## src/rtl/vx_writeback_arb_pkg.sv

```systemverilog
// Shared definitions for the writeback arbiter.
//   - Unit identifiers (ALU=0, LSU=1, CSR=2, FPU=3, GPU=4).
//   - Default lane count, warp-id width and register-index width.
//   - Number of arbitration slots. It depends on EXT_F_COMMIT_EN:
//     5 slots when the FPU commit port is present, 4 slots otherwise.
//   - unit_slot(): maps a unit to its arbiter slot.
package vx_writeback_arb_pkg;

    localparam int NUM_THREADS_DEF = 4;
    localparam int NW_BITS_DEF     = 2;
    localparam int NR_BITS_DEF     = 5;

    typedef enum logic [2:0] {
        UNIT_ALU = 3'd0,
        UNIT_LSU = 3'd1,
        UNIT_CSR = 3'd2,
        UNIT_FPU = 3'd3,
        UNIT_GPU = 3'd4
    } unit_e;

`ifdef EXT_F_COMMIT_EN
    localparam int unsigned NUM_REQ = 5;
`else
    localparam int unsigned NUM_REQ = 4;
`endif

    // The GPU always takes the last slot. As a result, the cyclic order
    // ALU, LSU, CSR, [FPU,] GPU is the same whether or not the FPU is built.
    // The FPU slot is only meaningful when EXT_F_COMMIT_EN is defined.
    function automatic int unsigned unit_slot(unit_e u);
        case (u)
            UNIT_ALU: return 0;
            UNIT_LSU: return 1;
            UNIT_CSR: return 2;
            UNIT_FPU: return 3;
            default:  return NUM_REQ - 1;
        endcase
    endfunction

endpackage

```

## src/rtl/vx_writeback_arb_rr_arbiter.sv

```systemverilog
// Round-robin arbiter.
// Search order: the search starts at the slot after the most recently
// granted one. After reset, slot 0 has first priority.
// Ports:
//   clk, reset    : clock and synchronous active-high reset
//   requests[N]   : request vector
//   enable        : a grant is only issued (and the pointer moved) when set
//   grant_onehot  : one-hot grant, all zero when nothing is granted
//   grant_index   : index of the winning slot (valid when grant_onehot != 0)
module vx_writeback_arb_rr_arbiter #(
    parameter  int unsigned N     = 4,
    localparam int unsigned IDX_W = (N > 1) ? $clog2(N) : 1
) (
    input  logic             clk,
    input  logic             reset,
    input  logic [N-1:0]     requests,
    input  logic             enable,
    output logic [N-1:0]     grant_onehot,
    output logic [IDX_W-1:0] grant_index
);

    logic [IDX_W-1:0] last_q;
    logic             found;

    always_comb begin
        int unsigned cand;
        grant_onehot = '0;
        grant_index  = '0;
        found        = 1'b0;
        cand         = 0;
        for (int unsigned k = 1; k <= N; k++) begin
            cand = (32'(last_q) + k) % N;
            if (!found && requests[cand[IDX_W-1:0]]) begin
                found       = 1'b1;
                grant_index = cand[IDX_W-1:0];
            end
        end
        if (found && enable)
            grant_onehot[grant_index] = 1'b1;
    end

    // The pointer resets to the last slot so that slot 0 is searched first.
    always_ff @(posedge clk) begin
        if (reset)
            last_q <= IDX_W'(N - 1);
        else if (found && enable)
            last_q <= grant_index;
    end

endmodule

```

## src/rtl/vx_writeback_arb.sv

```systemverilog
// Writeback arbiter: merges commits from the ALU, LSU, CSR, FPU and GPU into
// one registered writeback stream to the GPR file.
//   - Commits with U_wb=0 are accepted immediately and produce no writeback.
//   - Commits with U_wb=1 are arbitrated round-robin.
//   - The winner is loaded into a single output register when that stage is
//     free (!wb_valid || wb_ready).
// Configuration macro EXT_F_COMMIT_EN:
//   - defined   : the FPU commit port takes part in arbitration.
//   - undefined : fpu_ready is tied 0, fpu_* inputs are ignored, and a
//                 simulation assertion fires if fpu_valid is ever raised.
// Ports:
//   clk, reset (synchronous, active-high)
//   <U>_valid/_wid/_tmask/_PC/_rd/_wb/_data in, <U>_ready out,
//     for U in {alu, lsu, csr, fpu, gpu}
//   wb_valid/_wid/_tmask/_PC/_rd/_data out, wb_ready in
module vx_writeback_arb
    import vx_writeback_arb_pkg::*;
#(
    parameter int NUM_THREADS = NUM_THREADS_DEF,
    parameter int NW_BITS     = NW_BITS_DEF,
    parameter int NR_BITS     = NR_BITS_DEF
) (
    input  logic                     clk,
    input  logic                     reset,

    input  logic                     alu_valid,
    input  logic [NW_BITS-1:0]       alu_wid,
    input  logic [NUM_THREADS-1:0]   alu_tmask,
    input  logic [31:0]              alu_PC,
    input  logic [NR_BITS-1:0]       alu_rd,
    input  logic                     alu_wb,
    input  logic [NUM_THREADS*32-1:0] alu_data,
    output logic                     alu_ready,

    input  logic                     lsu_valid,
    input  logic [NW_BITS-1:0]       lsu_wid,
    input  logic [NUM_THREADS-1:0]   lsu_tmask,
    input  logic [31:0]              lsu_PC,
    input  logic [NR_BITS-1:0]       lsu_rd,
    input  logic                     lsu_wb,
    input  logic [NUM_THREADS*32-1:0] lsu_data,
    output logic                     lsu_ready,

    input  logic                     csr_valid,
    input  logic [NW_BITS-1:0]       csr_wid,
    input  logic [NUM_THREADS-1:0]   csr_tmask,
    input  logic [31:0]              csr_PC,
    input  logic [NR_BITS-1:0]       csr_rd,
    input  logic                     csr_wb,
    input  logic [NUM_THREADS*32-1:0] csr_data,
    output logic                     csr_ready,

    input  logic                     fpu_valid,
    input  logic [NW_BITS-1:0]       fpu_wid,
    input  logic [NUM_THREADS-1:0]   fpu_tmask,
    input  logic [31:0]              fpu_PC,
    input  logic [NR_BITS-1:0]       fpu_rd,
    input  logic                     fpu_wb,
    input  logic [NUM_THREADS*32-1:0] fpu_data,
    output logic                     fpu_ready,

    input  logic                     gpu_valid,
    input  logic [NW_BITS-1:0]       gpu_wid,
    input  logic [NUM_THREADS-1:0]   gpu_tmask,
    input  logic [31:0]              gpu_PC,
    input  logic [NR_BITS-1:0]       gpu_rd,
    input  logic                     gpu_wb,
    input  logic [NUM_THREADS*32-1:0] gpu_data,
    output logic                     gpu_ready,

    output logic                     wb_valid,
    output logic [NW_BITS-1:0]       wb_wid,
    output logic [NUM_THREADS-1:0]   wb_tmask,
    output logic [31:0]              wb_PC,
    output logic [NR_BITS-1:0]       wb_rd,
    output logic [NUM_THREADS*32-1:0] wb_data,
    input  logic                     wb_ready
);

    localparam int unsigned IDX_W = (NUM_REQ > 1) ? $clog2(NUM_REQ) : 1;
    localparam int unsigned S_ALU = unit_slot(UNIT_ALU);
    localparam int unsigned S_LSU = unit_slot(UNIT_LSU);
    localparam int unsigned S_CSR = unit_slot(UNIT_CSR);
    localparam int unsigned S_GPU = unit_slot(UNIT_GPU);
`ifdef EXT_F_COMMIT_EN
    localparam int unsigned S_FPU = unit_slot(UNIT_FPU);
`endif

    logic [NUM_REQ-1:0]        req_claim;
    logic [NUM_REQ-1:0]        grant_onehot;
    logic [IDX_W-1:0]          grant_index;
    logic [NW_BITS-1:0]        src_wid   [NUM_REQ];
    logic [NUM_THREADS-1:0]    src_tmask [NUM_REQ];
    logic [31:0]               src_pc    [NUM_REQ];
    logic [NR_BITS-1:0]        src_rd    [NUM_REQ];
    logic [NUM_THREADS*32-1:0] src_data  [NUM_REQ];
    logic                      stage_free;
    logic                      grant_any;

    // Pack the unit ports into slot-indexed arrays for the arbiter and mux.
    always_comb begin
        req_claim[S_ALU] = alu_valid && alu_wb;
        src_wid[S_ALU]   = alu_wid;
        src_tmask[S_ALU] = alu_tmask;
        src_pc[S_ALU]    = alu_PC;
        src_rd[S_ALU]    = alu_rd;
        src_data[S_ALU]  = alu_data;

        req_claim[S_LSU] = lsu_valid && lsu_wb;
        src_wid[S_LSU]   = lsu_wid;
        src_tmask[S_LSU] = lsu_tmask;
        src_pc[S_LSU]    = lsu_PC;
        src_rd[S_LSU]    = lsu_rd;
        src_data[S_LSU]  = lsu_data;

        req_claim[S_CSR] = csr_valid && csr_wb;
        src_wid[S_CSR]   = csr_wid;
        src_tmask[S_CSR] = csr_tmask;
        src_pc[S_CSR]    = csr_PC;
        src_rd[S_CSR]    = csr_rd;
        src_data[S_CSR]  = csr_data;
`ifdef EXT_F_COMMIT_EN
        req_claim[S_FPU] = fpu_valid && fpu_wb;
        src_wid[S_FPU]   = fpu_wid;
        src_tmask[S_FPU] = fpu_tmask;
        src_pc[S_FPU]    = fpu_PC;
        src_rd[S_FPU]    = fpu_rd;
        src_data[S_FPU]  = fpu_data;
`endif
        req_claim[S_GPU] = gpu_valid && gpu_wb;
        src_wid[S_GPU]   = gpu_wid;
        src_tmask[S_GPU] = gpu_tmask;
        src_pc[S_GPU]    = gpu_PC;
        src_rd[S_GPU]    = gpu_rd;
        src_data[S_GPU]  = gpu_data;
    end

    assign stage_free = !wb_valid || wb_ready;

    vx_writeback_arb_rr_arbiter #(
        .N (NUM_REQ)
    ) rr_arbiter (
        .clk          (clk),
        .reset        (reset),
        .requests     (req_claim),
        .enable       (stage_free && !reset),
        .grant_onehot (grant_onehot),
        .grant_index  (grant_index)
    );

    assign grant_any = |grant_onehot;

    // A commit without a register write never waits. A commit with a
    // register write is accepted only when it holds the grant, which already
    // implies a free stage and no reset.
    assign alu_ready = !reset && (!alu_wb || grant_onehot[S_ALU]);
    assign lsu_ready = !reset && (!lsu_wb || grant_onehot[S_LSU]);
    assign csr_ready = !reset && (!csr_wb || grant_onehot[S_CSR]);
    assign gpu_ready = !reset && (!gpu_wb || grant_onehot[S_GPU]);

`ifdef EXT_F_COMMIT_EN
    assign fpu_ready = !reset && (!fpu_wb || grant_onehot[S_FPU]);
`else
    logic unused_fpu;
    assign unused_fpu = ^{fpu_valid, fpu_wid, fpu_tmask, fpu_PC, fpu_rd, fpu_wb, fpu_data};
    assign fpu_ready  = 1'b0;

    fpu_port_absent_a: assert property (@(posedge clk) disable iff (reset) !fpu_valid);
`endif

    always_ff @(posedge clk) begin
        if (reset)
            wb_valid <= 1'b0;
        else if (stage_free)
            wb_valid <= grant_any;
    end

    // The payload is not reset: it is don't-care while wb_valid is low.
    always_ff @(posedge clk) begin
        if (stage_free && grant_any) begin
            wb_wid   <= src_wid[grant_index];
            wb_tmask <= src_tmask[grant_index];
            wb_PC    <= src_pc[grant_index];
            wb_rd    <= src_rd[grant_index];
            wb_data  <= src_data[grant_index];
        end
    end

endmodule

```

## config.mk

```make
export PLATFORM = sky130hd
export DESIGN_NAME = vx_writeback_arb
export DESIGN_NICKNAME = d
export VERILOG_FILES = /design/src/rtl/vx_writeback_arb_pkg.sv /design/src/rtl/vx_writeback_arb_rr_arbiter.sv /design/src/rtl/vx_writeback_arb.sv
export SDC_FILE = /design/constraint.sdc
export NUM_CORES = 1
export LEC_CHECK = 0
export ABC_CLOCK_PERIOD_IN_PS = 29900
export CORE_AREA = 2 2 405 407
export DETAILED_ROUTE_END_ITERATION = 16
export DIE_AREA = 0 0 407 409
export SKIP_LAST_GASP = 1
export SYNTH_ARGS = -nofsm -noshare
export SYNTH_HDL_FRONTEND = slang
export SYNTH_SLANG_ARGS = --single-unit
```

## constraint.sdc

```tcl
create_clock -name clk -period 29.9 [get_ports clk]
set_input_delay 4.485 -clock clk [delete_from_list [all_inputs] [get_ports clk]]
set_output_delay 4.485 -clock clk [all_outputs]
set_load 0.05 [all_outputs]
```

==> flow_metrics.env <==
export IMPL_run_status="complete, no violations"
export IMPL_reg2reg_from="rr_arbiter.last_q[0]"
export IMPL_io_buffers=870
export IMPL_rsz0062_at_grt="false"
export IMPL_worst_pin_slew_ns=1.15
export IMPL_setup_viol=0
export IMPL_leakage_uw=0.00810
export IMPL_synth_common_cells="nand3_1, o211ai_1, nand4_1"
export IMPL_row_count=148
export IMPL_worst_slack_ns=17.58
export IMPL_io_pins=1045
export IMPL_postRouteAntennaNets=0
export IMPL_combPwrFrac=0.512
export IMPL_max_slew_margin=0.233
export IMPL_hold_end="rr_arbiter.last_q[0]"
export IMPL_cp_data_arrival_time_ns=7.83
export IMPL_ys_warn_count=0
export IMPL_min_delay_start="rr_arbiter.last_q[0]"
export IMPL_area_growth_pct=65.3
export IMPL_totalWireLength_mm=119
export IMPL_via_per_inst=4.48
export IMPL_vdd_drop_max_mv=0.0516
export IMPL_ys_ff_latch=174
export IMPL_drv_cap=0
export IMPL_p_clk_frac=0.215
export IMPL_cts_repair_resize_count=0
export IMPL_holdWs_ns=0.613
export IMPL_clock_sinks=174
export IMPL_antenna_found_initial=32
export IMPL_crit_reg2reg_capture="wb_data[28]"
export IMPL_hold_viol_final=0
export IMPL_syn_inst=2071
export IMPL_syn_nets=2939
export IMPL_hpwl_mm=88.3
export IMPL_start_util=0.105
export IMPL_cp_start_kind="primary input"
export IMPL_grt_max_degree=146
export IMPL_grt_pass1_wl_mm=160
export IMPL_crit_path_end_kind="output pin"
export IMPL_seqPwrFrac=0.273
export IMPL_power_density_nw_per_um2=42.7
export IMPL_critPathMaxFanout=145
export IMPL_cp_required_ns=25.42
export IMPL_yosysTopAreaCellShare=0.303
export IMPL_path_class="in2out"
export IMPL_placed_cells=4838
export IMPL_final_nets=3550
export IMPL_synth_area_leaders="edfxtp_1, o211ai_1, nand4_1"
export IMPL_drive_above_1_share=0.0943
export IMPL_grt_overflow_total=0
export IMPL_synth_avg_cell_area_um2=8.18
export IMPL_yosysTopAreaCell="edfxtp_1"
export IMPL_drc=0
export IMPL_drv_slew=0
export IMPL_drt_pre_antenna_iters=8
export IMPL_vias=21889
export IMPL_intPower_uw=677
export IMPL_r2r_slack_ns=25.38
export IMPL_hold_buffers=0
export IMPL_synthFlopType="edfxtp_1"
export IMPL_dieHeight_um=409
export IMPL_synth_edf_count=171
export IMPL_routabilityCongestion=0.864
export IMPL_hold_path_depth=2
export IMPL_switching_power_uw=519
export IMPL_synth_distinct_cells=34
export IMPL_insertion_delay_ns=0.54
export IMPL_clockBufferDepth=2
export IMPL_tns_ns=0
export IMPL_syn_area_um2=16900
export IMPL_die_area_um2=166000
export IMPL_synth_seq_area_share=0.307
export IMPL_final_util=0.173
export IMPL_final_cells=4885
export IMPL_cts_htree_levels=4
export IMPL_grt_pass1_vias=20492
export IMPL_clock_root_buffer="clkbuf_16"
export IMPL_grt_usage=0.135
export IMPL_fmax_mhz=81.2
export IMPL_post_cts_buffers=0
export IMPL_drt_iter0_drc=2552
export IMPL_cts_clk_slew_worst_paths_ns=0.10
export IMPL_post_route_min_period_ns=12.32
export IMPL_cts_buffers=17
export IMPL_cts_tree="yes"
export IMPL_async_flop_share=0
export IMPL_min_period_over_period=0.412
export IMPL_swShare=0.434
export IMPL_wl_per_cell_um=24.4
export IMPL_place_ws_ns=17.52
export IMPL_skew_ns=0.0316
export IMPL_reg2reg_depth=7
export IMPL_die_width_um=407
export IMPL_coreArea_um2=162000
export IMPL_hold_class="reg2reg"
## routing by layer
layer	routed length, µm	track usage	up-vias
met5	74	0	-
met4	4840	0.0596	14
met3	11400	0.0400	177
met2	51100	0.201	1289
met1	51900	0.180	10795
li1	-	-	9614
## worst max path at each step
stage	start	end	slack (ns)	cells past startpoint
after detailed placement	gpu_wb	alu_ready	17.52	8
after global placement	gpu_wb	alu_ready	17.44	8
after floorplan	gpu_wb	alu_ready	11.78	4
after CTS	gpu_wb	csr_ready	17.46	8
final	gpu_wb	alu_ready	17.58	8
after global routing	gpu_wb	csr_ready	17.34	8
## flip-flops by register name, summed over array words and instances, names as in the netlist
| register | count |
|---|---|
| rr_arbiter.last_q | 2 |
| wb_PC | 32 |
| wb_data | 128 |
| wb_rd | 5 |
| wb_wid | 2 |
| wb_tmask | 4 |
| wb_valid | 1 |
## cell families (layout without fill, tap and decap cells)
logic type	Yosys count	after routing	share of synthesized area
buf+inv	325	948	0.0853
compound gates	701	701	0.261
mux	171	171	0.114
simple gates	699	699	0.233
flops	174	174	0.307
other cells	1	17	0.000221
## layout make-up
| cell class | count | area [µm²] |
|---|---|---|
| tap | 2175 | 2720 |
| timing repair buffer | 916 | 9090 |
| clock buffer | 18 | 429 |
| inverter | 1 | 3.75 |
| sequential | 174 | 5200 |
| fill | 18188 | 134000 |
| clock inverter | 13 | 153 |
| multi-input combinational | 1572 | 10400 |
| antenna | 16 | 40.0 |
## power groups by stage
stage	registers [µW]	logic, µW	clock network [µW]
after detailed placement	331	614	0
after global placement	331	611	0
after floorplan	425	247	0
after global routing	329	648	279
final	326	613	257
after CTS	326	617	277
## layout by cell type (no fill, tap or decap), drive strengths merged, types with 2 or more instances in the layout
cell type / instances
o21ai: 344
bufinv: 2
clkbuf: 18
mux2: 171
edfxtp: 171
nand2: 4
a22o: 3
clkdlybuf4s50: 870
nand3: 343
buf: 46
nand4: 342
diode: 16
and2: 2
inv: 8
o211ai: 343
a22oi: 3
o22ai: 4
clkinv: 3
dfxtp: 3
## worst max-delay path, stage by stage
cell,delay (ns)
clkdlybuf4s50_1,0.52
nand3b_1,0.14
buf_4,0.48
buf_12,0.38
o211ai_1,0.26
a22o_4,0.45
o22ai_1,0.16
clkdlybuf4s50_1,0.84
## through the flow
stage / cell area (µm²) / total power [µW]
after floorplan: 16900 / 672
after global placement: 27400 / 942
after detailed placement: 27400 / 946
after CTS: 27900 / 1220
after global routing: 28000 / 1260
final: 28000 / 1200
(Power assumes the default switching activity.)
